[src/rtl/dma_axis_to_axi4_wr_engine_pkg.sv]
// Shared types for the AXI-Stream -> AXI4 DMA write direction.
// Covers the write-engine FSM states, the AXI enums and the DMA window mode.
package dma_axis_to_axi4_wr_engine_pkg;

  typedef enum logic [2:0] {
    WR_IDLE = 3'd0,
    WR_CALC = 3'd1,
    WR_AW   = 3'd2,
    WR_W    = 3'd3,
    WR_B    = 3'd4,
    WR_DONE = 3'd5
  } wr_state_t;

  typedef enum logic [2:0] {
    AXSIZE_1B   = 3'd0,
    AXSIZE_2B   = 3'd1,
    AXSIZE_4B   = 3'd2,
    AXSIZE_8B   = 3'd3,
    AXSIZE_16B  = 3'd4,
    AXSIZE_32B  = 3'd5,
    AXSIZE_64B  = 3'd6,
    AXSIZE_128B = 3'd7
  } axsize_t;

  typedef enum logic [1:0] {
    AXBURST_FIXED = 2'd0,
    AXBURST_INCR  = 2'd1,
    AXBURST_WRAP  = 2'd2
  } axburst_t;

  typedef enum logic [1:0] {
    XRESP_OKAY   = 2'd0,
    XRESP_EXOKAY = 2'd1,
    XRESP_SLVERR = 2'd2,
    XRESP_DECERR = 2'd3
  } xresp_t;

  typedef enum logic {
    DMA_DIRECT_MODE   = 1'b0,
    DMA_CIRCULAR_MODE = 1'b1
  } dma_axis_axi4_moder_t;

  // AxSIZE encoding for a beat of bpb bytes (bpb is a power of two).
  function automatic axsize_t axsize_of(input int bpb);
    return axsize_t'(3'($clog2(bpb)));
  endfunction

endpackage

[src/rtl/dma_axi4_burst_calc.sv]
// Burst length for the next AXI4 INCR write: the smallest of MAX_BURST, the remaining
// beats, the beats left before the 4KB boundary and, in circular mode, the beats left before max_addr.
module dma_axi4_burst_calc
  import dma_axis_to_axi4_wr_engine_pkg::*;
#(
  parameter int ADDR_W    = 32,
  parameter int LEN_W     = 32,
  parameter int BPB_LOG   = 3,
  parameter int MAX_BURST = 16
) (
  input  logic [ADDR_W-1:0]    cur_addr_i,
  input  logic [LEN_W-1:0]     rem_i,
  input  logic [ADDR_W-1:0]    max_addr_i,
  input  dma_axis_axi4_moder_t mode_i,
  output logic [8:0]           blen_o
);

  localparam logic [8:0] MB = 9'(MAX_BURST);

  logic [12:0]       bytes_4k;
  logic [12:0]       beats_4k;
  logic [ADDR_W-1:0] beats_circ;
  logic [8:0]        c_rem;
  logic [8:0]        c_4k;
  logic [8:0]        c_circ;
  logic [8:0]        blen;

  // Each candidate is clamped to MAX_BURST first so the final minimum fits in 9 bits.
  always_comb begin
    bytes_4k   = 13'h1000 - {1'b0, cur_addr_i[11:0]};
    beats_4k   = bytes_4k >> BPB_LOG;
    beats_circ = (max_addr_i - cur_addr_i) >> BPB_LOG;
    c_rem      = (rem_i >= LEN_W'(MAX_BURST)) ? MB : rem_i[8:0];
    c_4k       = (beats_4k >= 13'(MAX_BURST)) ? MB : beats_4k[8:0];
    c_circ     = (beats_circ >= ADDR_W'(MAX_BURST)) ? MB : beats_circ[8:0];
    blen       = MB;
    if (c_rem < blen) blen = c_rem;
    if (c_4k < blen) blen = c_4k;
    if ((mode_i == DMA_CIRCULAR_MODE) && (c_circ < blen)) blen = c_circ;
    blen_o = blen;
  end

endmodule

[src/rtl/dma_axis_to_axi4_wr_engine.sv]
// Stream-to-AXI4 write engine: drains stream beats into INCR bursts over [min_addr, max_addr),
// one burst outstanding. Handshake: a transfer happens on a clock edge where valid && ready.
module dma_axis_to_axi4_wr_engine
  import dma_axis_to_axi4_wr_engine_pkg::*;
#(
  parameter int ADDR_W    = 32,
  parameter int DATA_W    = 64,
  parameter int LEN_W     = 32,
  parameter int MAX_BURST = 16,
  parameter int ID_W      = 4
) (
  input  logic                 clk,
  input  logic                 rstn,
  input  logic                 start,
  input  logic                 flush,
  input  dma_axis_axi4_moder_t cfg_mode,
  input  logic [ADDR_W-1:0]    cfg_min_addr,
  input  logic [ADDR_W-1:0]    cfg_max_addr,
  input  logic [LEN_W-1:0]     cfg_len,
  output logic                 busy,
  output logic                 done,
  output logic                 err,
  output logic [ADDR_W-1:0]    cur_addr,
  output logic [LEN_W-1:0]     beats_done,
  output logic [2:0]           dbg_state,
  input  logic [DATA_W-1:0]    s_axis_tdata,
  input  logic                 s_axis_tvalid,
  output logic                 s_axis_tready,
  output logic [ID_W-1:0]      m_axi_awid,
  output logic [ADDR_W-1:0]    m_axi_awaddr,
  output logic [7:0]           m_axi_awlen,
  output logic [2:0]           m_axi_awsize,
  output logic [1:0]           m_axi_awburst,
  output logic                 m_axi_awvalid,
  input  logic                 m_axi_awready,
  output logic [DATA_W-1:0]    m_axi_wdata,
  output logic [DATA_W/8-1:0]  m_axi_wstrb,
  output logic                 m_axi_wlast,
  output logic                 m_axi_wvalid,
  input  logic                 m_axi_wready,
  input  logic [ID_W-1:0]      m_axi_bid,
  input  logic [1:0]           m_axi_bresp,
  input  logic                 m_axi_bvalid,
  output logic                 m_axi_bready
);

  localparam int BPB     = DATA_W / 8;
  localparam int BPB_LOG = $clog2(BPB);

  wr_state_t            state_q, state_d;
  dma_axis_axi4_moder_t mode_q, mode_d;
  logic [ADDR_W-1:0]    min_q, min_d, max_q, max_d, cur_addr_q, cur_addr_d, next_addr;
  logic [LEN_W-1:0]     rem_q, rem_d, beats_done_q, beats_done_d;
  logic [8:0]           blen_q, blen_d, beat_cnt_q, beat_cnt_d, calc_blen;
  logic                 err_q, err_d, flush_q, flush_d;
  logic                 window_bad, last_beat, w_beat;
  logic                 unused_bid;

  dma_axi4_burst_calc #(
    .ADDR_W   (ADDR_W),
    .LEN_W    (LEN_W),
    .BPB_LOG  (BPB_LOG),
    .MAX_BURST(MAX_BURST)
  ) u_burst_calc (
    .cur_addr_i(cur_addr_q),
    .rem_i     (rem_q),
    .max_addr_i(max_q),
    .mode_i    (mode_q),
    .blen_o    (calc_blen)
  );

  assign window_bad = (mode_q == DMA_CIRCULAR_MODE) && (max_q <= min_q);
  assign last_beat  = (beat_cnt_q == (blen_q - 9'd1));
  assign w_beat     = (state_q == WR_W) && s_axis_tvalid && m_axi_wready;
  assign next_addr  = cur_addr_q + (ADDR_W'(blen_q) << BPB_LOG);
  assign unused_bid = ^m_axi_bid;

  always_comb begin
    state_d      = state_q;
    mode_d       = mode_q;
    min_d        = min_q;
    max_d        = max_q;
    cur_addr_d   = cur_addr_q;
    rem_d        = rem_q;
    beats_done_d = beats_done_q;
    blen_d       = blen_q;
    beat_cnt_d   = beat_cnt_q;
    err_d        = err_q;
    flush_d      = flush_q;
    case (state_q)
      WR_IDLE: begin
        if (start) begin
          mode_d       = cfg_mode;
          min_d        = cfg_min_addr;
          max_d        = cfg_max_addr;
          cur_addr_d   = cfg_min_addr;
          rem_d        = cfg_len >> BPB_LOG;
          beats_done_d = '0;
          flush_d      = 1'b0;
          err_d        = (cfg_mode == DMA_CIRCULAR_MODE) && (cfg_max_addr <= cfg_min_addr);
          state_d      = WR_CALC;
        end
      end
      // Empty or invalid jobs also pass through CALC, so done lands two cycles after start.
      WR_CALC: begin
        if ((rem_q == '0) || window_bad) begin
          state_d = WR_DONE;
        end else begin
          blen_d  = calc_blen;
          state_d = WR_AW;
        end
      end
      WR_AW: begin
        if (m_axi_awready) begin
          beat_cnt_d = '0;
          state_d    = WR_W;
        end
      end
      WR_W: begin
        if (w_beat) begin
          beat_cnt_d = beat_cnt_q + 9'd1;
          if (last_beat) state_d = WR_B;
        end
      end
      WR_B: begin
        if (m_axi_bvalid) begin
          beats_done_d = beats_done_q + LEN_W'(blen_q);
          rem_d        = rem_q - LEN_W'(blen_q);
          cur_addr_d   = ((mode_q == DMA_CIRCULAR_MODE) && (next_addr == max_q)) ? min_q : next_addr;
          if (m_axi_bresp != XRESP_OKAY) begin
            err_d   = 1'b1;
            state_d = WR_DONE;
          end else if ((rem_d == '0) || flush_q || flush) begin
            state_d = WR_DONE;
          end else begin
            state_d = WR_CALC;
          end
        end
      end
      WR_DONE: state_d = WR_IDLE;
      default: state_d = WR_IDLE;
    endcase
    // A flush only ever ends the job after the burst in flight has been acknowledged.
    if ((state_q != WR_IDLE) && flush) flush_d = 1'b1;
  end

  always_ff @(posedge clk) begin
    if (!rstn) begin
      state_q      <= WR_IDLE;
      mode_q       <= DMA_DIRECT_MODE;
      min_q        <= '0;
      max_q        <= '0;
      cur_addr_q   <= '0;
      rem_q        <= '0;
      beats_done_q <= '0;
      blen_q       <= '0;
      beat_cnt_q   <= '0;
      err_q        <= 1'b0;
      flush_q      <= 1'b0;
    end else begin
      state_q      <= state_d;
      mode_q       <= mode_d;
      min_q        <= min_d;
      max_q        <= max_d;
      cur_addr_q   <= cur_addr_d;
      rem_q        <= rem_d;
      beats_done_q <= beats_done_d;
      blen_q       <= blen_d;
      beat_cnt_q   <= beat_cnt_d;
      err_q        <= err_d;
      flush_q      <= flush_d;
    end
  end

  assign busy       = (state_q != WR_IDLE);
  assign done       = (state_q == WR_DONE);
  assign err        = err_q;
  assign cur_addr   = cur_addr_q;
  assign beats_done = beats_done_q;
  assign dbg_state  = state_q;

  assign m_axi_awid    = '0;
  assign m_axi_awaddr  = cur_addr_q;
  assign m_axi_awlen   = 8'(blen_q - 9'd1);
  assign m_axi_awsize  = axsize_of(BPB);
  assign m_axi_awburst = AXBURST_INCR;
  assign m_axi_awvalid = (state_q == WR_AW);

  assign m_axi_wdata   = s_axis_tdata;
  assign m_axi_wstrb   = '1;
  assign m_axi_wlast   = (state_q == WR_W) && last_beat;
  assign m_axi_wvalid  = (state_q == WR_W) && s_axis_tvalid;
  assign s_axis_tready = (state_q == WR_W) && m_axi_wready;
  assign m_axi_bready  = (state_q == WR_B);

endmodule

[config.mk]
export PLATFORM = sky130hd
export DESIGN_NAME = dma_axis_to_axi4_wr_engine
export DESIGN_NICKNAME = d
export VERILOG_FILES = /design/src/rtl/dma_axis_to_axi4_wr_engine_pkg.sv /design/src/rtl/dma_axi4_burst_calc.sv /design/src/rtl/dma_axis_to_axi4_wr_engine.sv
export SDC_FILE = /design/constraint.sdc
export NUM_CORES = 1
export LEC_CHECK = 0
export ABC_AREA = 0
export CORE_ASPECT_RATIO = 0.75
export CORE_MARGIN = 4
export CORE_UTILIZATION = 50
export DETAILED_ROUTE_END_ITERATION = 7
export HOLD_SLACK_MARGIN = 0.05
export PLACE_DENSITY_LB_ADDON = 0.2
export SLEW_MARGIN = 20
export SYNTH_ARGS = -nofsm -noshare
export SYNTH_HDL_FRONTEND = slang
export SYNTH_HIERARCHICAL = 1
export SYNTH_SLANG_ARGS = --single-unit
[constraint.sdc]
create_clock -name clk -period 7.84 [get_ports clk]
set_clock_uncertainty 0.05 [all_clocks]
set_input_delay 0.784 -clock clk [delete_from_list [all_inputs] [get_ports clk]]
set_output_delay 0.784 -clock clk [all_outputs]
set_load 0.005 [all_outputs]
==> impl.org, run 1 <==
** Final layout
- Fraction of layout instances using a drive strength above 1 :: 0.0396
- Sequential cell area :: around 3700 um2
- The multi-input combinational cells in the finished layout cover a total of about 11000 um2.
- The final layout contains approximately 2700 nets.
- From synthesis to final layout, the design area changed by 13.3%.
- Non-Filler Instances :: ~2800
- Fill cells in the final layout number ~3100.
- Final core utilization :: 0.582
- Most frequent standard cell in the layout excluding fill and tap cells :: sky130_fd_sc_hd__nand2_1
- Highest-count cells in the layout ignoring fill and taps :: 263 x sky130_fd_sc_hd__nand2_1, 218 x sky130_fd_sc_hd__clkdlybuf4s50_1, 184 x sky130_fd_sc_hd__dfxtp_1

** Synth
- Counting flops and latches in the post-synthesis netlist gives around 180.
- Share of synthesized cell area in and, or, nand and nor gates :: 0.243
- Mean cell area of the mapped netlist :: 7.39 um2
- Fraction of synthesized cell area in xor and xnor cells :: 0.0709
- Dominant register cell in the synthesized netlist :: sky130_fd_sc_hd__dfxtp_1
- The synthesized design contains 0 enable-type register cells.
- Of the synthesized area, sequential elements account for 0.219.
- Mux cell area share after synthesis :: 0.0303
- The synthesized netlist occupies a cell area of between 15000 and 20000 um2.
- Counting distinct cell types in the post-synthesis netlist gives 99.
- Share of synthesized cell area in full adder, half adder and majority cells :: 0.107
- For this run, asynchronously set or reset flops after synthesis account for 0.
- Instance count of the mapped netlist :: between 2000 and 2500
- Largest family of logic cells by synthesized area :: simple AND/OR/NAND/NOR gates
- For this run, the number of Yosys warnings is 6.
- The area fraction in compound gates after synthesis was 0.216.

** Timing
- Static timing analysis puts the maximum clock frequency at between 150 and 200 MHz.
- Headroom to the max-slew limit :: 0.227
- Setup-violating endpoint count in the final report :: 0
- The final count of pins violating max slew came to 0.
- Hold Fails Final Rpt :: 0
- Actual slew at the worst max-slew pin :: 1.16 ns
- Sum Neg Setup Slack :: 0 ns
- The clock period could shrink to 6.37 ns.
- Setup repair after global routing left no endpoint under its margin.
- Of the available clock period, the critical path in the final layout requires 0.813.
- Across all hold checks on the routed design, the worst slack comes to approximately 0.41 ns.

** CTS
- In this run the deepest clock path goes through 2 buffers.
- The number of setup buffers added after CTS is 0.
- Counting the buffers created by CTS gives 17.
- Cell chosen for the clock root :: sky130_fd_sc_hd__clkbuf_16
- TritonCTS built the clock tree.
- Maximum level of the CTS H-tree :: 4
- Total of cells resized after clock tree synthesis :: 0
- Clock-pin slew was measured on the worst setup and hold paths at about 0.080 ns.
- Sinks on the clock net :: 184
- The later pin in the worst-skew pair is clocked with a latency of roughly 0.46 ns.
- The number of hold buffers added after CTS was 0.

** Detailed routing
- For this run, design rule violations remaining after detail routing come to 0.
- Detailed router's first-iteration violation count :: roughly 2000
- Before antenna repair, the detailed router went through 5 iterations.
- After detailed routing, the average wire length per cell comes to ~22 um.
- Number of nets with antenna violations after routing :: 0
- Detailed routing inserted a total of ~17000 vias.
- Final routed wirelength across all metal layers :: just over 60 mm
- Vias per cell :: around 6

** Floorplanning
- Die Y-Extent :: around 170 um
- Width of the die :: about 220 um
- Starting density of the core :: 0.514
- The total area inside the core boundary comes to 32800 um2.
- Pin placement for this block handled between 300 and 400 I/O pins.
- The die covers around 37000 um2.
- FP Rows :: between 50 and 60

** Min path
- The min-delay analysis places its worst path in the category reg -> reg.
- Hold Path Origin :: min_q[28]

** Worst setup path
- Delay of the slowest critical-path stage :: about 0.7 ns
- Crit path max-delay cell type :: sky130_fd_sc_hd__nor3_1
- Number of buffer and inverter stages on the critical path :: 1
- The signal on the critical path passes through inv_1 > ha_1 > o21a_1 > nor2_1 > nor4_2 > nor3_1 > xnor2_1 > or3_1 > a2111oi_0 > nand4_1 > nor2_1 > ha_1 > a21o_1 > a21o_1 > a21oi_1 > o2111ai_1 > a31oi_1 > nor2_1 > a41oi_1 > o21ai_1 > mux2i_1 > nor2_1.
- Required time of the worst setup path :: between 8 and 9 ns
- The worst register-to-register path begins at cur_addr[2].
- Maximum fanout count along the critical path :: 9
- Data on the critical path arrives at its endpoint at approximately 6.6 ns.
- Kind of cell adding the most delay to the critical path :: simple AND/OR/NAND/NOR gates
- Crit-path most repeated cell :: sky130_fd_sc_hd__nor2_1
- Worst setup EP type :: register
- The worst setup path is launched from a register.
- The critical path starts at cur_addr[2].
- WS Path Type :: reg -> reg

** Global routing
- Antenna violations before repair :: 2
- Total grt overflow :: 0
- In the global route stage, overall resource usage came out at 0.325.
- Number of global-route vias before repair :: between 15000 and 20000
- Largest net degree at the start of global routing :: 88
- Wire length of the first global-routing pass :: roughly 94 mm

** Place
- Routability cong. :: roughly 1.0
- Half-perimeter wire length after placement :: ~48 mm
- Port buffering added 218 buffers.
- In this run, placement finished with an instance count of about 2800.

** Power
- Reported leakage power :: 7.54 nW
- For this design the ratio of total power to cell area is 204 nW/um2.
- Worst voltage drop across the vdd grid :: 162 uV
- After layout, the design draws a total of approximately 0.0039 W.

** Outcome
- Run status :: completed

** Job
- The tool flagged a number of max-cap violations equal to 0.
power by group:
part	leakage, nW	switching, W	internal, W	total (W)
Clock	0.280	0.000430	0.000455	0.000885
Combinational	5.76	0.00115	0.000703	0.00185
Sequential	1.50	0.000145	0.00101	0.00115
Total	7.54	0.00172	0.00217	0.00389
synth_stat cells (all sizes together) (44+ instances only):
master	n	area [um2]
ha	139	1740
nor4	47	373
o21ai	127	636
a21oi	171	863
clkbuf	89	335
xnor2	93	815
nand2	267	1000
buf	136	980
nor3	80	410
dfxtp	184	3680
inv	158	593
nand4	44	275
nor2	171	642
nand3	54	280
layout make-up:
| type | count | share of cell area |
|---|---|---|
| multi-input cells | 1747 | 0.598 |
| well taps | 442 | 0.0290 |
| flip-flops and latches | 184 | 0.193 |
| repair buffers | 229 | 0.119 |
| inverters | 159 | 0.0314 |
| clock buffers | 18 | 0.0230 |
| diodes | 1 | 0.000131 |
| clock inverters | 14 | 0.00734 |
registers in the layout, indices dropped and copies added (netlist names):
name and cells:
mode_q 1, beat_cnt_q 9, rem_q 32, flush_q 1, blen_q 9, dbg_state 3, cur_addr 32, max_q 32
err 1, beats_done 32, min_q 32
per-stage QoR:
stage | area, um2 | setup WS (ns)
detailed placement | 18500 | 1.67
global placement | 18500 | 1.80
CTS | 19100 | 1.66
finish | 19100 | 1.47
global route | 19100 | 1.09
floorplan | 17000 | 3.05
logic make-up (layout without fill, tap and decap cells):
logic type               after synthesis  in the layout
buffers and inverters                384            420
flip-flops                           184            184
multiplexers                          50             50
AND/OR/NAND/NOR                      823            823
XOR/XNOR                             130            130
other                                  4             38
adder cells (fa/ha/maj)              142            142
AO/OA/AOI/OAI                        565            565
layer usage:
layer	wire [um]	up-vias	GRT usage
met5	85	-	0.0267
met4	1310	4	0.0712
met3	8220	99	0.119
met2	24600	909	0.452
met1	27400	8094	0.475
li1	-	8119	-
worst min-delay path: stages, from the launching register on:
cell and delay [ns]:
sky130_fd_sc_hd__dfxtp_1 0.31, sky130_fd_sc_hd__nand2_1 0.05, sky130_fd_sc_hd__a21oi_1 0.05
final timing paths:
kind          endpoint  slack (ns)  depth (start not counted)
max          blen_q[3]        1.47                         22
min          min_q[28]        0.41                          2
max reg2reg  blen_q[3]        1.47                         22
min reg2reg  min_q[28]        0.41                          2
Note: power is estimated with default switching activity, not from simulation.
==> run 2, diff against run 1 <==
==> constraint.sdc (replaced) <==
create_clock -name clk -period 6.6 [get_ports clk]
set_clock_uncertainty 0.05 [all_clocks]
set_input_delay 0.66 -clock clk [delete_from_list [all_inputs] [get_ports clk]]
set_output_delay 0.66 -clock clk [all_outputs]
set_load 0.005 [all_outputs]
==> impl.org, run 2 (synthesized netlist as in run 1, its figures left out) <==
** Outcome
- Run status :: completed (unchanged)

** Min path
- Number of cells on the worst hold path :: 2 (unchanged)
- The endpoint with the worst hold slack is min_q[26] (was min_q[28]).
- Hold Path Origin :: min_q[26] (was min_q[28])
- Worst min-delay path category :: reg -> reg (unchanged)

** Place
- Input/output buffers :: 218 (unchanged)
- Total placed cells including tap cells :: 2773 (was 2761)
- The final estimated routing congestion in global placement came to 0.995 (was 1.01).
- Half-perimeter wire length after placement :: 47.8 mm (about the same)

** Worst setup path
- The endpoint type of the worst setup path was a register (unchanged).
- The endpoint arrival time on the critical path was 6.48 ns (was 6.64 ns).
- Crit-path most repeated cell :: sky130_fd_sc_hd__nor2_1 (unchanged)
- The cell with the largest stage delay on the worst path is sky130_fd_sc_hd__nor4_1 (was sky130_fd_sc_hd__nor3_1).
- The worst reg-to-reg setup slack was 0.39 ns (was 1.47 ns).
- Number of buffer and inverter stages on the critical path :: 0 (was 1)
- The required time reported for the critical path endpoint was 6.87 ns (was 8.10 ns).
- The worst-case reg-to-reg path depth came to 22 (unchanged).
- Cell chain of the critical path: nor4_1 > nand2_1 > xnor2_1 > nor2_1 > ha_1 > a211oi_1 > o21ai_0 > o211ai_1 > a21oi_1 > nor3_1 > mux2i_1 > ha_1 > a21o_1 > a21o_1 > a21oi_1 > o2111ai_1 > a31oi_1 > nor2_1 > a41oi_1 > o21ai_1 > mux2i_1 > nor2_1 (was inv_1 > ha_1 > o21a_1 > nor2_1 > nor4_2 > nor3_1 > xnor2_1 > or3_1 > a2111oi_0 > nand4_1 > nor2_1 > ha_1 > a21o_1 > a21o_1 > a21oi_1 > o2111ai_1 > a31oi_1 > nor2_1 > a41oi_1 > o21ai_1 > mux2i_1 > nor2_1).
- The critical path launch point type is a register (unchanged).
- Worst reg2reg endpoint :: blen_q[2] (was blen_q[3])
- The top cell family by delay on the critical path is compound AO/OA/AOI/OAI gates (was simple AND/OR/NAND/NOR gates).
- WS Path Type :: reg -> reg (unchanged)
- Start of the worst register-to-register path :: cur_addr[1] (was cur_addr[2])
- The largest stage delay on the critical path was 0.79 ns (was 0.69 ns).
- Maximum fanout count along the critical path :: 7 (was 9)

** Timing
- Hold Fails Final Rpt :: 0 (unchanged)
- The number of endpoints failing setup at the final stage is 0 (unchanged).
- Headroom to the max-slew limit :: 0.247 (was 0.227)
- RSZ-0062 raised after global routing: no (unchanged).
- Clock period minus final worst setup slack :: 6.21 ns (was 6.37 ns)
- The final count of pins violating max slew was 0 (unchanged).
- Sum Neg Setup Slack :: 0 ns (unchanged)
- Final period utilization :: 0.941 (was 0.813)
- The fmax came to 161 MHz (was 157 MHz).
- Actual slew at the worst max-slew pin :: 1.12 ns (was 1.16 ns)

** Floorplanning
- IO Pins :: 371 (unchanged)
- Die outline area :: 36700 um2 (unchanged)
- Die Y-Extent :: 167 um (unchanged)
- The effective utilization at floorplan was 0.514 (unchanged).
- FP Rows :: 57 (unchanged)
- Placeable core region :: 32800 um2 (unchanged)
- The width of the die is 220 um (unchanged).

** Detailed routing
- Number of iterations in the first detailed-routing pass :: 6 (was 5)
- The average wire per standard cell is 22.0 um (about the same).
- DRC Markers :: 0 (unchanged)
- The total number of vias came to 17500 (was 17200).
- The number of antenna-violating nets in the routed design was 0 (unchanged).
- The detailed-route wire length came to 61.8 mm (was 61.6 mm).
- The initial DRC count came to 2032 (was 1984).
- The average via count per standard cell is 6.25 (was 6.16).

** CTS
- The buffer depth of the longest clock path is 2 (unchanged).
- The total CTS buffers was 17 (unchanged).
- The CTS tree is built (unchanged).
- Setup Buffers After CTS :: 0 (unchanged)
- Clock input transition at the sequential cells of the worst setup and hold paths :: 0.08 ns (about the same)
- The clock tree root driver cell is sky130_fd_sc_hd__clkbuf_16 (unchanged).
- Maximum level of the CTS H-tree :: 4 (unchanged)
- Sinks on the clock net :: 184 (unchanged)
- The source-to-sink clock delay at the later pin of the worst-skew pair was 0.47 ns (was 0.46 ns).
- The number of buffers inserted for hold repair after clock tree synthesis came to 0 (unchanged).
- The number of instances resized during post-cts repair came to 0 (unchanged).

** Power
- The total power came to 0.00470 W (was 0.00389 W).
- The standby leakage power was 7.64 nW (was 7.54 nW).
- Pwr Density :: 244 nW/um2 (was 204 nW/um2)
- The worst supply voltage drop on vdd is 156 uV (was 162 uV).

** Global routing
- Number of global-route vias before repair :: 16000 (was 15900)
- The total global routing overflow is 0 (unchanged).
- Largest net degree at the start of global routing :: 79 (was 88)
- The global-route wire length before repair is 93.8 mm (was 94.0 mm).
- All-Layer GR Usage :: 0.323 (was 0.325)
- Antenna violations before repair :: 2 (unchanged)

** Final layout
- The share of final-layout standard cells stronger than drive strength 1 is 0.0440 (was 0.0396).
- The signed area change from the synthesized netlist to the final layout was 14.2% (was 13.3%).
- The number of nets at the end of the flow is 2667 (was 2655).
- Most frequent standard cell in the layout excluding fill and tap cells :: sky130_fd_sc_hd__nand2_1 (unchanged)
- Highest-count cells in the layout ignoring fill and taps: 263 x sky130_fd_sc_hd__nand2_1, 218 x sky130_fd_sc_hd__clkdlybuf4s50_1, 184 x sky130_fd_sc_hd__dfxtp_1 (unchanged).
- Non-Filler Instances :: 2806 (was 2794)

** Job
- The max-cap violation count is 0 (unchanged).
==> run 2: worst max path at each step <==
stage,from,to,depth (start not counted)
after floorplan,cur_addr[16],blen_q[1],23
final,cur_addr[1],blen_q[2],22
after global placement,cur_addr[21],blen_q[3],22
after CTS,cur_addr[1],blen_q[2],22
after global routing,cur_addr[10],blen_q[2],22
after detailed placement,cur_addr[1],blen_q[2],22
==> run 2: worst min-delay path, cell delays in order (launching register included) <==
cell,delay (ns)
sky130_fd_sc_hd__dfxtp_1,0.31
sky130_fd_sc_hd__nand2_1,0.05
sky130_fd_sc_hd__a21oi_1,0.05
==> run 2: per-layer routing <==
layer | share of wire | GRT usage | wire length (um) | vias to the layer above
li1 | - | - | - | 8130
met1 | 0.45 | 0.487 | 28000 | 8261
met2 | 0.40 | 0.447 | 24900 | 1035
met3 | 0.12 | 0.0934 | 7450 | 107
met4 | 0.024 | 0.0808 | 1470 | 0
met5 | 0 | 0.00667 | 0 | -
==> run 2: area by class of cell <==
cell class                      count  area (um2)
Antenna cell                        1        2.50
Clock buffer                       17         425
Clock inverter                     15         221
Fill cell                        3057       13600
Inverter                          159         599
Multi-Input combinational cell   1747       11400
Sequential cell                   184        3680
Tap cell                          442         553
Timing Repair Buffer              241        2350
==> run 2: report_power, final <==
| group | internal, W | leakage, nW | switching [W] |
|---|---|---|---|
| clock | 0.000539 | 0.311 | 0.000609 |
| sequential | 0.00120 | 1.50 | 0.000158 |
| combinational | 0.000850 | 5.83 | 0.00134 |
| total | 0.00259 | 7.64 | 0.00211 |
==> run 2: stage by stage <==
step                       util  hold WS (ns)  setup WS, ns  area, um2
after floorplan               -         0.386          1.81      17000
after global placement    0.567         0.392         0.847      18600
after detailed placement  0.567         0.397         0.683      18600
after CTS                 0.587         0.408         0.612      19200
after global routing      0.587         0.424        0.0482      19300
final                     0.587         0.408         0.389      19300
==> run 3, diff against run 2 <==
--- a/config.mk
+++ b/config.mk
@@ -6,13 +6,14 @@
 export NUM_CORES = 1
 export LEC_CHECK = 0
 export ABC_AREA = 0
+export CELL_PAD_IN_SITES_DETAIL_PLACEMENT = 1
+export CELL_PAD_IN_SITES_GLOBAL_PLACEMENT = 1
 export CORE_ASPECT_RATIO = 0.75
 export CORE_MARGIN = 4
-export CORE_UTILIZATION = 50
+export CORE_UTILIZATION = 38
 export DETAILED_ROUTE_END_ITERATION = 7
 export HOLD_SLACK_MARGIN = 0.05
 export PLACE_DENSITY_LB_ADDON = 0.2
-export SLEW_MARGIN = 20
 export SYNTH_ARGS = -nofsm -noshare
 export SYNTH_HDL_FRONTEND = slang
 export SYNTH_HIERARCHICAL = 1
==> impl.org, run 3 (synthesized netlist as in run 1, its figures left out) <==
** Timing
- Maximum clock frequency :: 163 MHz (was 161 MHz)
- Headroom to the max-slew limit :: 0.179 (was 0.247)
- The number of endpoints failing setup at the final stage is 0 (unchanged).
- Worst hold slack :: 0.412 ns (was 0.408 ns)
- The number of endpoints with negative hold slack in the final report came to 0 (unchanged).
- Actual slew at the worst max-slew pin :: 1.22 ns (was 1.12 ns)
- The post-route setup TNS was 0 ns (unchanged).
- Final period utilization :: 0.930 (was 0.941)
- Worst path setup slack after routing :: 0.462 ns (was 0.389 ns)
- The clock period minus worst slack came to 6.14 ns (was 6.21 ns).
- RSZ-0062 raised after global routing :: no (unchanged)
- The final count of pins violating max slew is 0 (unchanged).

** Global routing
- All-Layer GR Usage :: 0.275 (was 0.323)
- The initial antenna violation count is 2 (unchanged).
- Total grt overflow :: 0 (unchanged)
- The largest net degree at the start of global routing was 69 (was 79).
- Number of global-route vias before repair :: 17300 (was 16000)
- The global-route wire length before repair came to 104 mm (was 93.8 mm).

** CTS
- Sinks on the clock net :: 184 (unchanged)
- Clock tree from TritonCTS :: built (unchanged)
- The number of buffers inserted for hold repair after clock tree synthesis came to 0 (unchanged).
- The total CTS buffers is 17 (unchanged).
- The buffers inserted during post-CTS setup optimization came to 0 (unchanged).
- The clock tree root driver cell was sky130_fd_sc_hd__clkbuf_16 (unchanged).
- The H-tree depth was 4 (unchanged).
- The source-to-sink clock delay at the later pin of the worst-skew pair is 0.49 ns (was 0.47 ns).
- The buffer depth of the longest clock path is 2 (unchanged).
- Clock input transition at the sequential cells of the worst setup and hold paths :: 0.08 ns (about the same)

** Final layout
- Fraction of layout instances using a drive strength above 1 :: 0.0432 (was 0.0440)
- The final core area utilization was 0.444 (was 0.587).
- The number of nets at the end of the flow is 2665 (was 2667).
- The most common library cell in the layout ignoring fill and taps is sky130_fd_sc_hd__nand2_1 (unchanged).
- Highest-count cells in the layout ignoring fill and taps :: 263 x sky130_fd_sc_hd__nand2_1, 218 x sky130_fd_sc_hd__clkdlybuf4s50_1, 183 x sky130_fd_sc_hd__dfxtp_1 (was 263 x sky130_fd_sc_hd__nand2_1, 218 x sky130_fd_sc_hd__clkdlybuf4s50_1, 184 x sky130_fd_sc_hd__dfxtp_1)
- The signed area change from the synthesized netlist to the final layout came to 14.9% (was 14.2%).

** Detailed routing
- The number of antenna-violating nets in the routed design came to 0 (unchanged).
- Vias per cell :: 5.87 (was 6.25)
- Count of vias placed by the detailed router :: 17300 (was 17500)
- Average wire per cell in the routed design :: 22.9 um (was 22.0 um)
- The number of iterations in the first detailed-routing pass is 5 (was 6).
- The detailed-route wire length is 67.2 mm (was 61.8 mm).
- Detailed router's first-iteration violation count :: 1295 (was 2032)
- DRC Markers :: 0 (unchanged)

** Floorplanning
- The core box area was 43600 um2 (was 32800 um2).
- The die footprint came to 47800 um2 (was 36700 um2).
- The width of the die is 251 um (was 220 um).
- Die Y-Extent :: 190 um (was 167 um)
- IO Pins :: 371 (unchanged)
- Starting density of the core :: 0.387 (was 0.514)
- The placement row count came to 66 (was 57).

** Place
- Worst setup slack before clock tree synthesis :: 0.627 ns (was 0.683 ns)
- Half-perimeter wire length after placement :: 52.8 mm (was 47.8 mm)
- The final estimated routing congestion in global placement came to 0.934 (was 0.995).
- The number of input and output port buffers inserted came to 218 (unchanged).

** Min path
- Hold Path Origin :: min_q[26] (unchanged)
- The class of the tightest hold or removal check is reg -> reg (unchanged).

** Worst setup path
- Delay of the slowest critical-path stage :: 0.58 ns (was 0.79 ns)
- Setup slack of the most critical reg-to-reg path :: 0.46 ns (was 0.39 ns)
- The highest fanout seen on the critical path was 7 (unchanged).
- The cell repeated most along the worst path is sky130_fd_sc_hd__nor2_1 (unchanged).
- Start of the worst register-to-register path :: rem_q[31] (was cur_addr[1])
- The critical path launch point is rem_q[31] (was cur_addr[1]).
- Required time of the worst setup path :: 6.90 ns (was 6.87 ns)
- CP Data Arrival Time :: 6.43 ns (was 6.48 ns)
- The critical path launch point type was a register (unchanged).
- The endpoint type of the worst setup path is a register (unchanged).
- The cell with the largest stage delay on the worst path was sky130_fd_sc_hd__nor3_1 (was sky130_fd_sc_hd__nor4_1).
- The startpoint-to-endpoint class of the critical path is reg -> reg (unchanged).
- Cell chain of the critical path :: nor4_1 > nand4_1 > nor2_1 > and2_1 > inv_1 > ha_1 > a211oi_1 > o21ai_0 > o211ai_1 > a21oi_1 > nor3_1 > mux2i_1 > ha_1 > a21o_1 > a21o_1 > a21oi_1 > o2111ai_1 > a31oi_1 > nor2_1 > a41oi_1 > o21ai_1 > mux2i_1 > nor2_1 (was nor4_1 > nand2_1 > xnor2_1 > nor2_1 > ha_1 > a211oi_1 > o21ai_0 > o211ai_1 > a21oi_1 > nor3_1 > mux2i_1 > ha_1 > a21o_1 > a21o_1 > a21oi_1 > o2111ai_1 > a31oi_1 > nor2_1 > a41oi_1 > o21ai_1 > mux2i_1 > nor2_1)

** Job
- The max-cap violation count came to 0 (unchanged).

** Power
- Pwr Density :: 242 nW/um2 (was 244 nW/um2)
- Reported leakage power :: 7.61 nW (was 7.64 nW)
- Worst voltage drop across the vdd grid :: 196 uV (was 156 uV)

** Outcome
- Run status :: completed (unchanged)
-- run 3: cell count changes in the layout (fill, tap and decap cells not counted), sizes merged --
| cell | previous run | this run |
|---|---|---|
| clkinv | 4 | 2 |
| diode | 1 | 2 |
| bufinv | 0 | 2 |
| clkinvlp | 0 | 1 |
| inv | 170 | 168 |
| buf | 23 | 21 |
-- run 3: routing by layer --
layer / share of wire / wire length (um) / global-route usage
met1: 0.49 / 33200 / 0.407
met2: 0.43 / 29100 / 0.422
met3: 0.059 / 3970 / 0.0434
met4: 0.014 / 968 / 0.0616
met5: 0 / 0 / 0
-- run 3: worst max-delay path: cells and delay by family (launching register included) --
family | cells | cell delay [ns]
DFF | 1 | 0.38
and+or+nand+nor | 7 | 2.16
muxes | 2 | 0.58
AOI/OAI and AO/OA | 11 | 2.16
adders and majority gates | 2 | 0.62
buffers and inverters | 1 | 0.05
-- run 3: final timing paths --
path / cells past startpoint / endpoint
hold reg to reg: 2 / min_q[26]
setup / recovery: 23 / blen_q[1]
hold / removal: 2 / min_q[26]
setup reg to reg: 23 / blen_q[1]
-- run 3: metrics by stage --
| step | std cells | cell area, um2 | power (W) |
|---|---|---|---|
| finish | 2940 | 19400 | 0.00468 |
| global route | 2940 | 19400 | 0.00495 |
| CTS | 2938 | 19400 | 0.00466 |
| detailed placement | 2907 | 18800 | 0.00352 |
| global placement | 2907 | 18800 | 0.00347 |
| floorplan | 2315 | 17000 | 0.00281 |
-- run 3: what timing repair did --
action,CTS,global route
hold endpoints to repair,0,0
gates resized for setup,0,3
endpoints found under the setup margin,0,3
-- run 3: final cells by class --
class	instances	area [um2]
fill	5413	24200
multi-input combinational	1747	11400
sequential	184	3680
timing repair buffer	239	2350
tap	578	723
inverter	159	599
clock buffer	17	425
clock inverter	14	176
antenna	2	5.00
-- run 3: power by group --
| group | switching (W) | internal [W] |
|---|---|---|
| Clock | 0.000545 | 0.000573 |
| Combinational | 0.00136 | 0.000846 |
| Sequential | 0.000155 | 0.00120 |
| Total | 0.00206 | 0.00262 |
